===== config.mk =====
export PLATFORM = sky130hd
export DESIGN_NAME = ps2_host_tx
export DESIGN_NICKNAME = d
export VERILOG_FILES = /design/src/rtl/ps2_host_tx.sv
export SDC_FILE = /design/constraint.sdc
export NUM_CORES = 1
export LEC_CHECK = 0
export ABC_CLOCK_PERIOD_IN_PS = 2300
export CAP_MARGIN = 10
export CORE_ASPECT_RATIO = 1.2
export CORE_UTILIZATION = 35
export CTS_BUF_LIST = sky130_fd_sc_hd__clkbuf_4
export DETAILED_ROUTE_END_ITERATION = 12
export GPL_TIMING_DRIVEN = 0
export PLACE_DENSITY_LB_ADDON = 0.3
export RECOVER_POWER = 100
export SLEW_MARGIN = 20
export SYNTH_ARGS = -nofsm -noshare
export SYNTH_HDL_FRONTEND = slang
export SYNTH_SLANG_ARGS = --single-unit
export TNS_END_PERCENT = 1

===== constraint.sdc =====
create_clock -name clk -period 2.3 [get_ports clk]
set_clock_uncertainty 0.05 [all_clocks]
set_input_delay 0.575 -clock clk [delete_from_list [all_inputs] [get_ports clk]]
set_output_delay 0.575 -clock clk [all_outputs]
set_load 0.1 [all_outputs]

===== src/rtl/ps2_host_tx.sv =====
// ps2_host_tx -- PS/2 host-to-device command transmitter.
//
// Sends one byte (for example 0xED set-LEDs or 0xFF reset) to a PS/2 device:
// it inhibits the clock line to request to send, drives the start bit, then
// shifts 8 data bits (LSB first), odd parity and the stop bit on the falling
// edges of the device-generated clock, and finally checks the device ACK.
// The pads are open-drain: this block only produces active-high pull-low
// enables and the top level builds the tristate buffers.
//
// Optional feature macro: PS2_TX_TIMEOUT_EN
//   defined   - a 20-bit watchdog counts every cycle outside IDLE; reaching
//               TIMEOUT_CYCLES releases both lines, pulses tx_err and
//               returns to IDLE.
//   undefined - no watchdog is built and the FSM waits for device edges
//               indefinitely.
//
// Parameters:
//   INHIBIT_CYCLES  clk cycles ps2c is held low before the start bit (>= 2)
//   FILTER_LEN      equal samples required to change a filtered line (>= 2)
//   TIMEOUT_CYCLES  watchdog limit per frame (watchdog build only)
//
// Ports:
//   clk, rst_n         system clock (posedge), asynchronous active-low reset
//   tx_data, tx_start  byte to send and request (accepted only in IDLE)
//   tx_busy            high from the cycle after acceptance until IDLE
//   tx_done, tx_err    one-cycle completion pulses (ACK seen / no ACK or timeout)
//   ps2c_in, ps2d_in   raw pad levels
//   ps2c_oe, ps2d_oe   1 = pull the line low, 0 = release

module ps2_host_tx #(
  parameter int INHIBIT_CYCLES = 5000,
  parameter int FILTER_LEN     = 8,
  parameter int TIMEOUT_CYCLES = 1000000
) (
  input  logic       clk,
  input  logic       rst_n,
  input  logic [7:0] tx_data,
  input  logic       tx_start,
  output logic       tx_busy,
  output logic       tx_done,
  output logic       tx_err,
  input  logic       ps2c_in,
  input  logic       ps2d_in,
  output logic       ps2c_oe,
  output logic       ps2d_oe
);

  localparam int CNT_W = (INHIBIT_CYCLES > 2) ? $clog2(INHIBIT_CYCLES) : 2;

  typedef enum logic [2:0] {
    S_IDLE,
    S_INHIBIT,
    S_RELEASE,
    S_SHIFT,
    S_ACK,
    S_WAIT_IDLE
  } state_t;

  // Input conditioning: 2-flop synchronizer followed by an all-equal filter
  logic [1:0]            c_sync_q, d_sync_q;
  logic [FILTER_LEN-1:0] c_sh_q, d_sh_q;
  logic                  c_f_q, d_f_q, c_f_prev_q;
  logic                  fall_c;

  always_ff @(posedge clk or negedge rst_n) begin
    if (!rst_n) begin
      c_sync_q   <= '1;
      d_sync_q   <= '1;
      c_sh_q     <= '1;
      d_sh_q     <= '1;
      c_f_q      <= 1'b1;
      d_f_q      <= 1'b1;
      c_f_prev_q <= 1'b1;
    end else begin
      c_sync_q   <= {c_sync_q[0], ps2c_in};
      d_sync_q   <= {d_sync_q[0], ps2d_in};
      c_sh_q     <= {c_sh_q[FILTER_LEN-2:0], c_sync_q[1]};
      d_sh_q     <= {d_sh_q[FILTER_LEN-2:0], d_sync_q[1]};
      // Level changes only when the whole window agrees; otherwise it holds
      if (&c_sh_q)       c_f_q <= 1'b1;
      else if (~|c_sh_q) c_f_q <= 1'b0;
      if (&d_sh_q)       d_f_q <= 1'b1;
      else if (~|d_sh_q) d_f_q <= 1'b0;
      c_f_prev_q <= c_f_q;
    end
  end

  assign fall_c = c_f_prev_q & ~c_f_q;

  // Transmit FSM with registered outputs
  state_t           state_q;
  logic             busy_q, done_q, err_q;
  logic             c_oe_q, d_oe_q;
  logic [8:0]       sh_q;      // {parity, data}; 1s shift in to form the stop bit
  logic [3:0]       n_q;       // falling-edge counter, stops at 11
  logic [CNT_W-1:0] cnt_q;     // inhibit duration counter
  logic             ack_ok_q;
`ifdef PS2_TX_TIMEOUT_EN
  logic [19:0]      wd_q;
`else
  logic             unused_timeout;
  assign unused_timeout = ^TIMEOUT_CYCLES;
`endif

  always_ff @(posedge clk or negedge rst_n) begin
    if (!rst_n) begin
      state_q  <= S_IDLE;
      busy_q   <= 1'b0;
      done_q   <= 1'b0;
      err_q    <= 1'b0;
      c_oe_q   <= 1'b0;
      d_oe_q   <= 1'b0;
      sh_q     <= '1;
      n_q      <= '0;
      cnt_q    <= '0;
      ack_ok_q <= 1'b0;
`ifdef PS2_TX_TIMEOUT_EN
      wd_q     <= '0;
`endif
    end else begin
      done_q <= 1'b0;
      err_q  <= 1'b0;
      case (state_q)
        S_IDLE: begin
          c_oe_q <= 1'b0;
          d_oe_q <= 1'b0;
          if (tx_start) begin
            sh_q    <= {~^tx_data, tx_data};
            n_q     <= '0;
            cnt_q   <= '0;
            busy_q  <= 1'b1;
            c_oe_q  <= 1'b1;
            state_q <= S_INHIBIT;
          end
        end
        S_INHIBIT: begin
          cnt_q <= cnt_q + 1'b1;
          // Start bit appears during the final inhibit cycle
          if (cnt_q == CNT_W'(INHIBIT_CYCLES - 2)) d_oe_q <= 1'b1;
          if (cnt_q == CNT_W'(INHIBIT_CYCLES - 1)) begin
            c_oe_q  <= 1'b0;
            state_q <= S_RELEASE;
          end
        end
        S_RELEASE: begin
          c_oe_q  <= 1'b0;
          d_oe_q  <= 1'b1;
          state_q <= S_SHIFT;
        end
        S_SHIFT: begin
          if (fall_c) begin
            if (n_q == 4'd10) begin
              // 11th edge: device is holding its ACK on the data line
              n_q      <= 4'd11;
              ack_ok_q <= ~d_f_q;
              state_q  <= S_ACK;
            end else begin
              n_q    <= n_q + 4'd1;
              d_oe_q <= ~sh_q[0];
              sh_q   <= {1'b1, sh_q[8:1]};
            end
          end
        end
        S_ACK: begin
          state_q <= S_WAIT_IDLE;
        end
        S_WAIT_IDLE: begin
          if (c_f_q && d_f_q) begin
            done_q  <= ack_ok_q;
            err_q   <= ~ack_ok_q;
            busy_q  <= 1'b0;
            c_oe_q  <= 1'b0;
            d_oe_q  <= 1'b0;
            state_q <= S_IDLE;
          end
        end
        default: begin
          busy_q  <= 1'b0;
          c_oe_q  <= 1'b0;
          d_oe_q  <= 1'b0;
          state_q <= S_IDLE;
        end
      endcase
`ifdef PS2_TX_TIMEOUT_EN
      // Watchdog overrides whatever the state logic decided this cycle
      if (state_q == S_IDLE) begin
        wd_q <= '0;
      end else begin
        wd_q <= wd_q + 20'd1;
        if (wd_q == 20'(TIMEOUT_CYCLES - 1)) begin
          busy_q  <= 1'b0;
          done_q  <= 1'b0;
          err_q   <= 1'b1;
          c_oe_q  <= 1'b0;
          d_oe_q  <= 1'b0;
          state_q <= S_IDLE;
        end
      end
`endif
    end
  end

  assign tx_busy = busy_q;
  assign tx_done = done_q;
  assign tx_err  = err_q;
  assign ps2c_oe = c_oe_q;
  assign ps2d_oe = d_oe_q;

endmodule

==> reports/metrics.csv <==
stage;metric;value;unit
synth;synth_cells;241;
cts;clock_sinks;58;
global_routing;grt_overflow;0;
pwr;pwr-share-clk;18.8;%
finish;antenna-diode-count;0;
synth;async_flop_share;100;%
placement;finalWeightedCongestion;0.778;
synth;synth_top_area_share;32.8;%
synth;ys_types;44;
global_routing;grt_use_total;14.5;%
floorplanning;ios;18;
setup_path;critPathCaptureType;output pin;
setup_path;cp_top_family;buffers and inverters;
floorplanning;coreArea;0.00698;mm²
finish;final_nets;286;
min_path;hold_path_class;reg2reg;
cts;clock_path_buffers;2;
sta;min_period_over_period;97.4;%
global_routing;grt_max_degree;59;
finish;finish.instance_area;0.00291;mm²
setup_path;worstSetupPathType;reg2out;
finish;multiInputGateArea;0.00101;mm²
cts;cts_buffers;9;
setup_path;worst-path-buf-inv;1;
pwr;internal_power;1.92;mW
synth;ys.flop_type;dfstp_2;
synth;yosysSeqAreaShare;58.1;%
sta;fin_crit;2.24;ns
setup_path;worstPathMaxFanout;2;
drt;drt-vias-per-instance;5.28;
pwr;leakagePower;1.20;nW
cts;htree_num_levels;3;
synth;yosys-top-cells-area;dfstp_2 33%, dfrtp_1 25%, nand2_1 4.8%;
sta;timing.final.hold_violations;0;
finish;synthToLayoutAreaGrowth;13.5;%
sta;rsz0062_at_grt;no;
floorplanning;rows;33;
floorplanning;start_util;36.8;%
drt;wirelength;4.82;mm
status;outcome;finished clean;
placement;io_buffers;17;
sta;slew_headroom;5.78;%
drt;wl_met1;2.23;mm
cts;root_buffer;clkbuf_4;
synth;ys_ff_latch;58;
finish;layout-drive-gt1-share;16.1;%
drt;num_vias;1907;
synth;synth_most_common_cell;nand2_1;
pwr;seqPwrFrac;45.5;%
synth;yosysTopAreaCell;dfstp_2;
drt;dr.pass1.iters;4;
drt;drc;0;
drt;drtIter0Drc;142;
cts;cts_tree;yes;
setup_path;crit_arrival;1.61;ns
synth;ys_warn_count;0;
sta;drv_slew;0;
sta;fmax;447;MHz
cts;postCtsSetupBuffers;0;
global_routing;grt_pass1_vias;1887;
synth;ys_top_cells_by_count;33 x nand2_1, 32 x dfstp_2, 26 x dfrtp_1;
setup_path;worstPathRequired;1.67;ns
finish;final_util;41.7;%
cts;insertion_delay;0.40;ns
synth;netlist_area;0.00257;mm²
setup_path;slowest_delay;0.86;ns
global_routing;grt_pass1_wl;8.34;mm
finish;regArea;0.00149;mm²
placement;place_area;0.00284;mm²
setup_path;crit_slowest_cell;clkbuf_1;
drt;wl_met3;173;µm
drt;wl_per_cell;13.4;µm
floorplanning;die-area;0.00768;mm²
sta;totalNegativeSetupSlack;0;ns
finish;n_fill_cell;698;
setup_path;startpoint_type;flop;
synth;synth_area_per_cell;10.6;µm²
drt;antenna_left;0;
drt;top_layer_used;met4;
global_routing;antenna_found_initial;0;
sta;setup_viol;0;
sta;worstMarginPinSlew;1.41;ns
setup_path;path_cells;clkbuf_1;
cts;cts_hold_buf;0;
pwr;ir_drop;540;µV
drt;met2WireLength;2.31;mm
pwr;switching_share;41.3;%
job;drv_cap;0;
floorplanning;die_x;80.2;µm
pwr;power_frac_comb;35.7;%
pwr;power_density;1120;mW/mm²
placement;dp_hpwl;3.23;mm
cts;path_clk_slew;0.10;ns
pwr;p_sw;1.35;mW
synth;synth-edff-count;0;
floorplanning;die_y;95.8;µm
synth;synthesis.nets;258;
-- path summary, 6_finish.rpt --
check | end | slack [ns] | start | cells past startpoint
worst max-delay path | ps2d_oe | 0.06 | ps2d_oe | 1
worst min-delay path | c_sync_q[1] | 0.31 | c_sync_q[0] | 0
worst max register to register | sh_q[7] | 0.26 | n_q[0] | 8
worst min register to register | c_sync_q[1] | 0.31 | c_sync_q[0] | 0
max in group asynchronous | ack_ok_q | 0.92 | rst_n | 1
min in group asynchronous | cnt_q[8] | 0.44 | rst_n | 1
-- cells by family after synthesis --
group	share of synthesized area [%]
xor gates and xnor gates	2.39
DFF	58.1
and+or+nand+nor	19.4
adders and majority gates	1.95
buffers and inverters	2.19
AOI/OAI and AO/OA	13.4
muxes	2.54
-- stage by stage --
stage | hold WS (ns) | power [mW] | cells | worst slack [ns]
final | 0.311 | 3.27 | 361 | 0.0606
after global routing | 0.321 | 3.51 | 361 | 0.0154
after CTS | 0.179 | 3.37 | 361 | 0.0226
after detailed placement | 0.297 | 2.75 | 345 | 0.135
after global placement | 0.296 | 2.72 | 345 | -1.17
after floorplan | 0.229 | 2.42 | 241 | 0.581
-- cells in the final DEF (no fill, tap or decap), types with 4 or more instances in the layout --
| cell | instances |
|---|---|
| and3_1 | 4 |
| xnor2_1 | 6 |
| nand2_1 | 33 |
| inv_1 | 5 |
| mux2i_1 | 5 |
| a21oi_1 | 7 |
| dfrtp_1 | 26 |
| o21ai_0 | 20 |
| nand3_1 | 12 |
| dfstp_2 | 19 |
| ha_1 | 4 |
| clkbuf_4 | 9 |
| a31oi_1 | 9 |
| o31ai_1 | 4 |
| nor2_1 | 22 |
| clkdlybuf4s50_1 | 9 |
| nand4_1 | 10 |
| clkbuf_1 | 8 |
| dfstp_1 | 13 |
-- registers in the layout, indices dropped and copies added, names as in the netlist, 2 cells and up --
name / count
c_sh_q: 8
c_sync_q: 2
cnt_q: 13
d_sh_q: 8
d_sync_q: 2
n_q: 4
sh_q: 9
state_q: 3
-- worst register-to-register path, cell delays in order (launching register included) --
cell	delay [ns]
dfrtp_1	0.42
inv_1	0.06
ha_1	0.19
nand3b_1	0.24
nand4_1	0.16
a21oi_2	0.35
clkbuf_2	0.29
nor2_1	0.07
a31oi_1	0.15
-- per-layer routing --
metal / vias up / global-route usage [%]
met5: - / 0
met4: 0 / 9.38
met3: 9 / 2.84
met2: 37 / 23.9
met1: 933 / 17.1
li1: 928 / -
-- cell type report --
type | count | area share [%]
timing repair buffer | 17 | 4.90
buffer | 7 | 0.988
tap | 87 | 3.74
clock inverter | 7 | 1.55
multi-input combinational | 171 | 34.6
inverter | 5 | 0.645
sequential | 58 | 51.2
clock buffer | 9 | 2.32
-- power groups by stage --
stage / Combinational [mW] / Sequential, mW / Clock, mW
4_1_cts: 1.23 / 1.49 / 0.645
2_1_floorplan: 0.768 / 1.65 / 0
5_1_grt: 1.30 / 1.52 / 0.682
3_5_place_dp: 1.24 / 1.51 / 0
3_3_place_gp: 1.22 / 1.50 / 0
6_report: 1.17 / 1.49 / 0.614
-- repair_timing --
item                       in CTS  in global routing
setup endpoints to repair       5                  1
hold endpoints to repair        0                  0
resized for setup               8                  1
Note: power is estimated with default switching activity, not from simulation.
